===== src/rtl/beam_thresh_loader.sv =====
// Threshold loader for the dual-beam threshold units. It walks DEFAULT_THRESH into every beam
// after reset, then streams host writes onto a shared bus and broadcasts commit strobes.
module beam_thresh_loader #(
    parameter int          NBEAMS         = 48,
    parameter logic [17:0] DEFAULT_THRESH = 18'h3FFFF,
    parameter int          AW             = $clog2(NBEAMS)
) (
    input  logic              clk_i,
    input  logic              rst_i,
    input  logic [17:0]       thresh_dat_i,
    input  logic [AW-1:0]     thresh_addr_i,
    input  logic              thresh_valid_i,
    output logic              thresh_ready_o,
    input  logic              update_req_i,
    output logic [17:0]       thresh_o,
    output logic [NBEAMS-1:0] thresh_ce_o,
    output logic              update_o,
    output logic              dirty_o,
    output logic              init_done_o,
    output logic              bad_addr_o
);

    typedef enum logic [1:0] {
        INIT_LOAD   = 2'd0,
        INIT_UPDATE = 2'd1,
        RUN         = 2'd2
    } state_t;

    localparam int                LIM_W     = AW + 1;
    localparam logic [LIM_W-1:0]  BEAM_LIM  = LIM_W'(NBEAMS);
    localparam logic [AW-1:0]     LAST_BEAM = AW'(NBEAMS - 1);
    localparam logic [NBEAMS-1:0] CE_ONE    = {{(NBEAMS-1){1'b0}}, 1'b1};

    state_t             state_r, state_s;
    logic [AW-1:0]      beam_r, beam_s;
    logic [17:0]        thresh_r, thresh_s;
    logic [NBEAMS-1:0]  ce_r, ce_s;
    logic               update_r, update_s;
    logic               pending_r, pending_s;
    logic               dirty_r, dirty_s;
    logic               init_done_r, init_done_s;
    logic               bad_r, bad_s;
    logic               accept_s;
    logic               in_range_s;

    function automatic logic [NBEAMS-1:0] beam_onehot(input logic [AW-1:0] beam);
        beam_onehot = CE_ONE << beam;
    endfunction

    assign thresh_ready_o = init_done_r & ~pending_r;
    assign accept_s       = thresh_valid_i & thresh_ready_o;
    assign in_range_s     = ({1'b0, thresh_addr_i} < BEAM_LIM);

    assign thresh_o    = thresh_r;
    assign thresh_ce_o = ce_r;
    assign update_o    = update_r;
    assign dirty_o     = dirty_r;
    assign init_done_o = init_done_r;
    assign bad_addr_o  = bad_r;

    // Next-state and next-output logic for the init walk, commit and write path.
    always_comb begin
        state_s     = state_r;
        beam_s      = beam_r;
        thresh_s    = thresh_r;
        ce_s        = '0;
        update_s    = 1'b0;
        pending_s   = pending_r;
        bad_s       = 1'b0;
        init_done_s = (state_r == RUN);

        // A visible load always wins over a clear; the two never share a cycle.
        if (ce_r != '0) begin
            dirty_s = 1'b1;
        end else if (update_r) begin
            dirty_s = 1'b0;
        end else begin
            dirty_s = dirty_r;
        end

        case (state_r)
            INIT_LOAD: begin
                thresh_s  = DEFAULT_THRESH;
                ce_s      = beam_onehot(beam_r);
                pending_s = pending_r | update_req_i;
                if (beam_r == LAST_BEAM) begin
                    beam_s  = '0;
                    state_s = INIT_UPDATE;
                end else begin
                    beam_s  = beam_r + AW'(1);
                    state_s = INIT_LOAD;
                end
            end
            INIT_UPDATE: begin
                // The init strobe also satisfies any request latched during the walk.
                update_s  = 1'b1;
                pending_s = 1'b0;
                state_s   = RUN;
            end
            RUN: begin
                if (accept_s) begin
                    if (in_range_s) begin
                        thresh_s = thresh_dat_i;
                        ce_s     = beam_onehot(thresh_addr_i);
                    end else begin
                        bad_s = 1'b1;
                    end
                    // Defer the commit one cycle so it never overlaps the load.
                    pending_s = pending_r | update_req_i;
                end else if (pending_r || update_req_i) begin
                    update_s  = 1'b1;
                    pending_s = 1'b0;
                end else begin
                    pending_s = pending_r;
                end
            end
            default: begin
                state_s   = INIT_LOAD;
                beam_s    = '0;
                pending_s = 1'b0;
            end
        endcase
    end

    // State and output registers with synchronous reset back to the start of the init walk.
    always_ff @(posedge clk_i) begin
        if (rst_i) begin
            state_r     <= INIT_LOAD;
            beam_r      <= '0;
            thresh_r    <= 18'h00000;
            ce_r        <= '0;
            update_r    <= 1'b0;
            pending_r   <= 1'b0;
            dirty_r     <= 1'b0;
            init_done_r <= 1'b0;
            bad_r       <= 1'b0;
        end else begin
            state_r     <= state_s;
            beam_r      <= beam_s;
            thresh_r    <= thresh_s;
            ce_r        <= ce_s;
            update_r    <= update_s;
            pending_r   <= pending_s;
            dirty_r     <= dirty_s;
            init_done_r <= init_done_s;
            bad_r       <= bad_s;
        end
    end

endmodule


===== config.mk =====
export PLATFORM = sky130hd
export DESIGN_NAME = beam_thresh_loader
export DESIGN_NICKNAME = d
export VERILOG_FILES = /design/src/rtl/beam_thresh_loader.sv
export SDC_FILE = /design/constraint.sdc
export NUM_CORES = 1
export LEC_CHECK = 0
export ABC_AREA = 1
export CAP_MARGIN = 20
export CORE_UTILIZATION = 40
export CTS_CLUSTER_SIZE = 28
export DETAILED_ROUTE_END_ITERATION = 16
export PLACE_DENSITY = 0.68
export SLEW_MARGIN = 40
export SYNTH_ARGS = -nofsm -noshare
export SYNTH_HDL_FRONTEND = slang
export SYNTH_SLANG_ARGS = --single-unit

===== constraint.sdc =====
create_clock -name clk_i -period 2.2 [get_ports clk_i]
set_clock_uncertainty 0.2 [all_clocks]
set_input_delay 0.66 -clock clk_i [delete_from_list [all_inputs] [get_ports clk_i]]
set_output_delay 0.66 -clock clk_i [all_outputs]
set_load 0.05 [all_outputs]

After elaboration in Yosys (flattened, before gate mapping)
Index checks and enable logic that the tools add are counted.

storage, ports and cells
  input port bits = 28
  output and inout port bits = 71
  register bits after elaboration = 79
  word-level logic and storage cells = 52

cells by class
  order comparisons = 1
  add/sub/neg operators = 1
  muxes and demuxes = 19
  bitwise gates (word level) = 6
  eq/ne operators = 6
  reduce and logical (&&, ||, !) cells = 8
  shift-type cells = 2

operators by type and width
  kind                                                                    count
  48-bit 2-to-1 mux                                                       2
  48-bit case mux with 2 select lines                                     1
  1-bit by 6-bit << shifter with 48-bit output (first input constant)     2
  48-bit nonzero test                                                     1
  18-bit 2-to-1 mux                                                       2
  18-bit case mux with 2 select lines                                     1
  6-bit case mux with 2 select lines                                      1
  1-bit 2-to-1 mux                                                        8
  6-bit by 1-bit adder with 6-bit output (second input constant)          1
  6-bit equality test (second input constant)                             1
  6-bit less-than comparator (second input constant)                      1
  6-bit 2-to-1 mux                                                        1
  2-bit case mux with 3 select lines                                      1
  2-bit by 1-bit != test with 1-bit output (second input constant)        2
  1-bit case mux with 2 select lines                                      2
  2-bit nonzero test                                                      2
  3-bit by 1-bit != test with 1-bit output (second input constant)        1
  1-bit inverter                                                          3
  3-bit AND reduction                                                     1
  3-bit OR reduction                                                      1
  1-bit AND                                                               2
  2-bit by 1-bit equality test with 1-bit output (second input constant)  1
  2-bit equality test (second input constant)                             1
  2-bit logical NOT                                                       1
  other kinds (3)                                                         3

Longest topological paths before layout
  word-level depth = 5
  mapped depth = 10
  gate-level depth less buffers = 8

Worst setup path before layout
Ideal clock, no wire load.

  path type = reg-to-reg
  start point = register init_done_r, in the netlist init_done_o
  end point = register thresh_r[10], in the netlist thresh_o[10]
  cell stages (with the launch flop) = 7
  clock period less this slack = 2.563 ns
  data arrival time = 2.247 ns
  path slack = -0.363 ns
  cell sequence = dfxtp_1 -> inv_1 -> nor2_1 -> nand4_1 -> clkbuf_1 -> o21ai_0 -> nor2_1

between the ends
  cells in the longest elaborated chain, start to end = 4

ends and longest elaborated chain
  item                                                       line  source
  start, declared                                            41    logic init_done_r, init_done_s;
  start signal, assigned                                     145   init_done_r <= init_done_s;
  1-bit AND                                                  50    assign thresh_ready_o = init_done_r & ~pending_r;
  named net thresh_ready_o                                   13    output logic thresh_ready_o,
  1-bit AND                                                  51    assign accept_s = thresh_valid_i & thresh_ready_o;
  2-bit by 1-bit != test with 1-bit output (no source line)  -
  3-bit AND reduction (no source line)                       -
  end signal, assigned                                       140   thresh_r <= thresh_s;
  end, declared                                              36    logic [17:0] thresh_r, thresh_s;

The timed path passes the listed nets, and every way through them passes these cells.
A chain may end at the register's enable or synchronous reset.

Final worst setup path
  start point = register init_done_r, in the netlist init_done_o
  end point = output port thresh_ready_o

between the ends
  cells in the longest elaborated chain, start to end = 1

ends and longest elaborated chain
  item           line
  1-bit AND      50
  end, declared  13

No other way between the ends.

==> flow_summary.ini <==
[sta]
timing.max_slew.rel_slack_pct = 64.8
finalSetupViolations = 0
fmax_mhz = 483
fin_ws_ns = 0.128
worst-slew-pin-transition_ns = 0.524
final-max-slew-violation-count = 0
post_layout_minimum_cycle_time_ns = 2.07
unrepaired_setup_endpoints_after_global_routing = no
hold_viol = 0
final.period_utilization_pct = 94.2

[setup_path]
critical_path.reg2reg.startpoint = state_r[0]$_SDFFE_PP0N_
worstSetupStartpointType = flop
path_cells = inv_1 > nor2_4 > buf_12
worstSetupEndpoint = thresh_ready_o
critPathArrivalTime_ns = 1.21
startpoint = init_done_o$_SDFF_PP0_
cpMaxStageDelayCell = sky130_fd_sc_hd__dfxtp_1
worstReg2RegEnd = thresh_ce_o[3]$_SDFF_PP0_
worst_ep_required_time_ns = 1.34
slowest_delay_ns = 0.47
worst_r2r_path_depth = 6
worst-setup-path-type = reg2out
kind_of_cell_with_the_highest_combined_delay_on_the_critical_path = flip-flops
timing.critical_path.to_type = primary output
crit_path_max_fanout = 3
r2r_slack_ns = 0.25
worst-path-stages = 3
path_buf_inv = 2

[floorplanning]
initial_core_util_pct = 41.3
boundaryPins = 99
die-height_um = 96.9
fp.dieArea_um2 = 9400
coreArea_um2 = 8720
die_width_um = 96.9
core.rowCount = 34

[logic_synthesis]
synthesis.area_per_instance_um2 = 7.05
synth_largest_type_area_fraction_pct = 43.9
synth.lib_cells_used.distinct = 26
yosys.area_share.adder_pct = 3.12
yosys_warnings = 0
count_of_flip_flops_with_a_built_in_enable_after_synthesis = 0
largest_family_of_logic_cells_by_synthesized_area = simple AND/OR/NAND/NOR gates
async_reset_ff_share_pct = 0
muxShareOfSynthArea_pct = 0
synth-compound-area-share_pct = 13.4
synth_simple_gate_area_share_pct = 32.7
synth_top_flop_cell = sky130_fd_sc_hd__dfxtp_1
synth_cells = 511
yosysTopAreaCell = sky130_fd_sc_hd__dfxtp_1
synth_top_cells_by_area = sky130_fd_sc_hd__dfxtp_1 (44%), sky130_fd_sc_hd__nand2_1 (11%), sky130_fd_sc_hd__nor2_1 (10%)
yosys.area_share.xor_xnor_pct = 0
synth_nets = 548
syn_area_um2 = 3600
ys_ff_latch = 79
synth_seq_area_share_pct = 43.9

[flow_run]
max-cap-violations = 0

[layout]
antenna_cells = 0
drive_gt1_share_pct = 19.6
stdcell_area_um2 = 4960
design.final.nets = 656
most_frequent_standard_cell_in_the_layout_excluding_fill_and_tap_cells = sky130_fd_sc_hd__nand2_1
layout_common_cells = sky130_fd_sc_hd__nand2_1 (103), sky130_fd_sc_hd__nor2_1 (95), sky130_fd_sc_hd__buf_4 (89)
syn2layout_area_growth_pct = 37.5

[global_routing]
global_route.usage.total_pct = 23.5
via_count_of_the_first_global_routing_pass = 3579
antenna_found_initial = 0
grt_overflow = 0
grt_first_pass_wirelength_um = 17700
grt_max_degree = 38

[routing]
detail-route-antenna-nets = 0
routed_wire_length_per_instance_um = 14.5
vias_per_cell = 5.23
drt_pass1_iterations = 5
route.final.wire_length_um = 10600
detailroute.via_count = 3832
drcViolationCount = 0
drt-initial-drc-count = 276

[power_and_ir_drop]
powerDensity_nw_per_um2 = 649
cell_leakage_power_nw = 2.09
ir_worst_vdd_uv = 361

[clock_network]
clk_root_buffer_cell = sky130_fd_sc_hd__clkbuf_8
h-tree-depth = 3
cts_repair_resize_count = 0
clock_buffer_depth = 2
clk_pin_slew_ns = 0.08
ctsHoldBuffers = 0
tritoncts = built
clock_sinks = 79
numCtsBuffers = 9
cts_setup_buffers = 0
clk_latency_ns = 0.36

[placed_design]
placedInstanceArea_um2 = 4700
buffer_ports.inserted = 98
gp_congestion = 0.939
pre_cts_ws_ns = -0.0994
dp.final_hpwl_um = 7920

[min_path]
min_path_type = reg2reg

[outcome]
status = finished, final reports clean
## cell families after synthesis
family / Yosys count
fa+ha+maj: 9
compound gates: 96
simple gates: 272
flops: 79
buf+inv: 55
## stage by stage
stage | hold slack [ns] | std cells | setup TNS, ns | util, % | total power, mW
2_1_floorplan | 0.256 | 511 | 0 | - | 1.72
3_3_place_gp | 0.263 | 716 | -0.300 | 53.9 | 1.87
3_5_place_dp | 0.269 | 716 | -0.723 | 53.9 | 1.88
4_1_cts | 0.290 | 732 | 0 | 56.8 | 3.23
5_1_grt | 0.328 | 732 | 0 | 56.8 | 3.33
6_report | 0.285 | 732 | 0 | 56.8 | 3.22
## per-layer routing
metal | global-route usage, % | wire length, um | vias to the layer above | share of wire (%)
li1 | - | - | 1889 | -
met2 | 38.2 | 4930 | 200 | 46
met1 | 29.1 | 4410 | 1714 | 42
met3 | 5.71 | 917 | 29 | 8.6
met5 | 0 | 0 | - | 0
met4 | 11.5 | 359 | 0 | 3.4
## layout make-up
class | count | area (um^2)
tap | 108 | 135
timing repair buffer | 124 | 1100
clock buffer | 10 | 138
sequential | 79 | 1580
multi-input combinational | 377 | 1780
inverter | 28 | 105
clock inverter | 6 | 116
fill | 797 | 3760
## registers in the layout, indices dropped and copies added, names as in the netlist
signal       count
state_r          2
pending_r        1
dirty_o          1
thresh_o        18
bad_addr_o       1
beam_r           6
update_o         1
init_done_o      1
thresh_ce_o     48
## tightest hold or removal path, stage by stage (launching register included)
cell and delay, ns:
sky130_fd_sc_hd__dfxtp_1 0.33, sky130_fd_sc_hd__a21oi_1 0.04, sky130_fd_sc_hd__nor2_1 0.08
## report_power, final
part / switching, mW / leakage (nW) / internal, mW
clock network: 0.579 / 0.127 / 0.793
logic: 0.226 / 1.32 / 0.135
registers: 0.0256 / 0.645 / 1.46
total: 0.830 / 2.09 / 2.39
## synth_stat cells, types with 2 or more instances
library cell               instances
sky130_fd_sc_hd__nor2_1           96
sky130_fd_sc_hd__nor3_1           24
sky130_fd_sc_hd__inv_1            24
sky130_fd_sc_hd__buf_2             9
sky130_fd_sc_hd__o21ai_0          24
sky130_fd_sc_hd__buf_4             4
sky130_fd_sc_hd__nor3_4            3
sky130_fd_sc_hd__nand2_1         103
sky130_fd_sc_hd__buf_6             2
sky130_fd_sc_hd__a21oi_1          70
sky130_fd_sc_hd__inv_2             2
sky130_fd_sc_hd__o22ai_1           2
sky130_fd_sc_hd__buf_1             3
sky130_fd_sc_hd__nand3_1          29
sky130_fd_sc_hd__ha_1              9
sky130_fd_sc_hd__clkinv_1          2
sky130_fd_sc_hd__nand4_1          10
sky130_fd_sc_hd__clkbuf_1          9
sky130_fd_sc_hd__dfxtp_1          79
## worst min-delay path by stage
stage / start / to / slack [ns] / cells past startpoint
2_1_floorplan: state_r[0]$_SDFFE_PP0N_ / state_r[0]$_SDFFE_PP0N_ / 0.26 / 2
3_3_place_gp: thresh_o[14]$_SDFFE_PP0P_ / thresh_o[14]$_SDFFE_PP0P_ / 0.26 / 2
3_5_place_dp: thresh_o[8]$_SDFFE_PP0P_ / thresh_o[8]$_SDFFE_PP0P_ / 0.27 / 2
4_1_cts: thresh_o[8]$_SDFFE_PP0P_ / thresh_o[8]$_SDFFE_PP0P_ / 0.29 / 2
5_1_grt: state_r[0]$_SDFFE_PP0N_ / state_r[0]$_SDFFE_PP0N_ / 0.33 / 2
6_report: thresh_o[8]$_SDFFE_PP0P_ / thresh_o[8]$_SDFFE_PP0P_ / 0.29 / 2
Note: power is estimated with default switching activity, not from simulation.
==> RTL edit: new RTL, same settings <==
`NBEAMS`: 48 -> 96.
--- a/src/rtl/beam_thresh_loader.sv
+++ b/src/rtl/beam_thresh_loader.sv
@@ -1,7 +1,7 @@
 // Threshold loader for the dual-beam threshold units. It walks DEFAULT_THRESH into every beam
 // after reset, then streams host writes onto a shared bus and broadcasts commit strobes.
 module beam_thresh_loader #(
-    parameter int          NBEAMS         = 48,
+    parameter int          NBEAMS         = 96,
     parameter logic [17:0] DEFAULT_THRESH = 18'h3FFFF,
     parameter int          AW             = $clog2(NBEAMS)
 ) (
Interface: changed (resized thresh_addr_i and thresh_ce_o); port bits go from 99 to 148. The function was not compared with the original's and may differ.
==> RTL edit against the original RTL <==
Sequential cell count up 49; power up 81%; clock power up 120%; count of clock-buffer cells in the layout up 8; non-clock buffer count up 113; final area up 72%; synthesized area up 64%; sequential power up 59%; wire length up 98%; largest power group is now clock; via count up 72%; setup slack worse by 0.066 ns; maximum frequency down 3.1%; highest routed layer unchanged.
==> RTL edit: results <==
{
  "grt_max_degree": 63,
  "clk_latency_ns": 0.43,
  "final_wtd_congestion": 0.944,
  "dpl_worst_slack_ns": -0.542,
  "ys_top_cells_by_count": "221 x nor2_1, 130 x nand2_1, 128 x dfxtp_1",
  "grt_pass1_wl_mm": 32.5,
  "detailedRoute.firstPassIterationCount": 7,
  "route.detailed.wl_per_inst_um": 16.6,
  "detailedPlacementHpwl_mm": 15.8,
  "ff2ff_setup_slack_ns": 0.11,
  "final_min_period_over_clock_period": 0.972,
  "ctsRootBufferMaster": "clkbuf_16",
  "max_reg_flops": 96,
  "synth.distinct_cells": 32,
  "grt_antenna_before_repair": 0,
  "post_synth_main_area_contributors": "dfxtp_1 43%, nor2_1 14%, a21oi_1 8.8%, nand2_1 8.2%, nand3_1 4.1%",
  "clk_transition_reported_paths_ns": 0.06,
  "first_global_vias": 6253,
  "status": "finished clean",
  "detailedRoute.firstIterationViolations": 556,
  "irDropWorstVdd_mv": 0.512,
  "fillers": 1402,
  "cts_made_buffers": 17,
  "p_leak_uw": 0.00387,
  "worstHoldPathType": "flop to flop",
  "synth.yosys.seq_area_share": 0.433,
  "relSlewSlack": 0.483,
  "layout.nets": 1111,
  "cts_htree_levels": 4,
  "synth_fp_nets": 907,
  "globalRouteTotalUtil": 0.288,
  "drive_above_1_share": 0.246,
  "timing.critical_path.fanout_max": 6,
  "critical_path_arrival_ns": 2.29,
  "port_buffers": 147,
  "vias_per_cell": 5.20,
  "ant_nets": 0
}
## RTL edit: cell count changes after synthesis, moves of 8 or more
| cell | before | now |
|---|---|---|
| a21oi_1 | 70 | 104 |
| nand3_1 | 29 | 48 |
| dfxtp_1 | 79 | 128 |
| nand2_1 | 103 | 130 |
| inv_1 | 24 | 59 |
| buf_2 | 9 | 17 |
| clkbuf_1 | 9 | 25 |
| nor2_1 | 96 | 221 |
| a22oi_1 | 0 | 9 |
| nand4_1 | 10 | 24 |
## RTL edit: worst max-delay path, stage by stage
cell	delay, ns
clkdlybuf4s50_1	0.54
inv_1	0.18
buf_4	0.16
nand4_1	0.21
nor2_1	0.28
nand2_1	0.09
a21oi_1	0.15
## RTL edit: path summary, 6_finish.rpt
kind	start	to	cells after the start
max	thresh_addr_i[3]	thresh_ce_o[80]	7
min	thresh_o[13]	thresh_o[13]	2
max reg2reg	beam_r[2]	thresh_ce_o[46]	4
min reg2reg	thresh_o[13]	thresh_o[13]	2
## RTL edit: power breakdown
part / switching, uW / internal [uW]
registers: 22.1 / 2350
logic: 306 / 184
clock network: 1120 / 1830
total: 1450 / 4360
## RTL edit: cell type report
| type | count | share of cell area |
|---|---|---|
| Sequential cell | 128 | 0.301 |
| Multi-Input combinational cell | 619 | 0.339 |
| Tap cell | 184 | 0.0271 |
| Clock buffer | 18 | 0.0516 |
| Clock inverter | 14 | 0.0206 |
| Inverter | 70 | 0.0312 |
| Timing Repair Buffer | 237 | 0.230 |
## RTL edit: metal layers
metal	track usage	share of wire	vias up
met5	0	0	-
met4	0.165	0.050	0
met3	0.0586	0.071	70
met2	0.468	0.46	311
met1	0.352	0.41	2988
li1	-	-	3230
## RTL edit: cells by family after synthesis
kind of cell	after synthesis	share of synthesized area
fa+ha+maj	9	0.0190
flops	128	0.433
xor+xnor	1	0.00148
compound gates	143	0.127
buf+inv	122	0.0865
simple gates	466	0.333
## RTL edit: repair_timing
item                                    CTS  global route
resized for setup                         3             5
endpoints found under the setup margin    5             7
pin swaps                                 0             0
## RTL edit: per-stage QoR
stage / power (uW) / hold slack, ns / area, sq um / util / cells
3_5_place_dp: 2900 / 0.242 / 7860 / 0.543 / 1238
2_1_floorplan: 2680 / 0.256 / 5920 / - / 869
6_report: 5810 / 0.247 / 8510 / 0.588 / 1270
3_3_place_gp: 2900 / 0.235 / 7860 / 0.543 / 1238
4_1_cts: 5830 / 0.251 / 8490 / 0.586 / 1270
5_1_grt: 5970 / 0.274 / 8510 / 0.588 / 1270
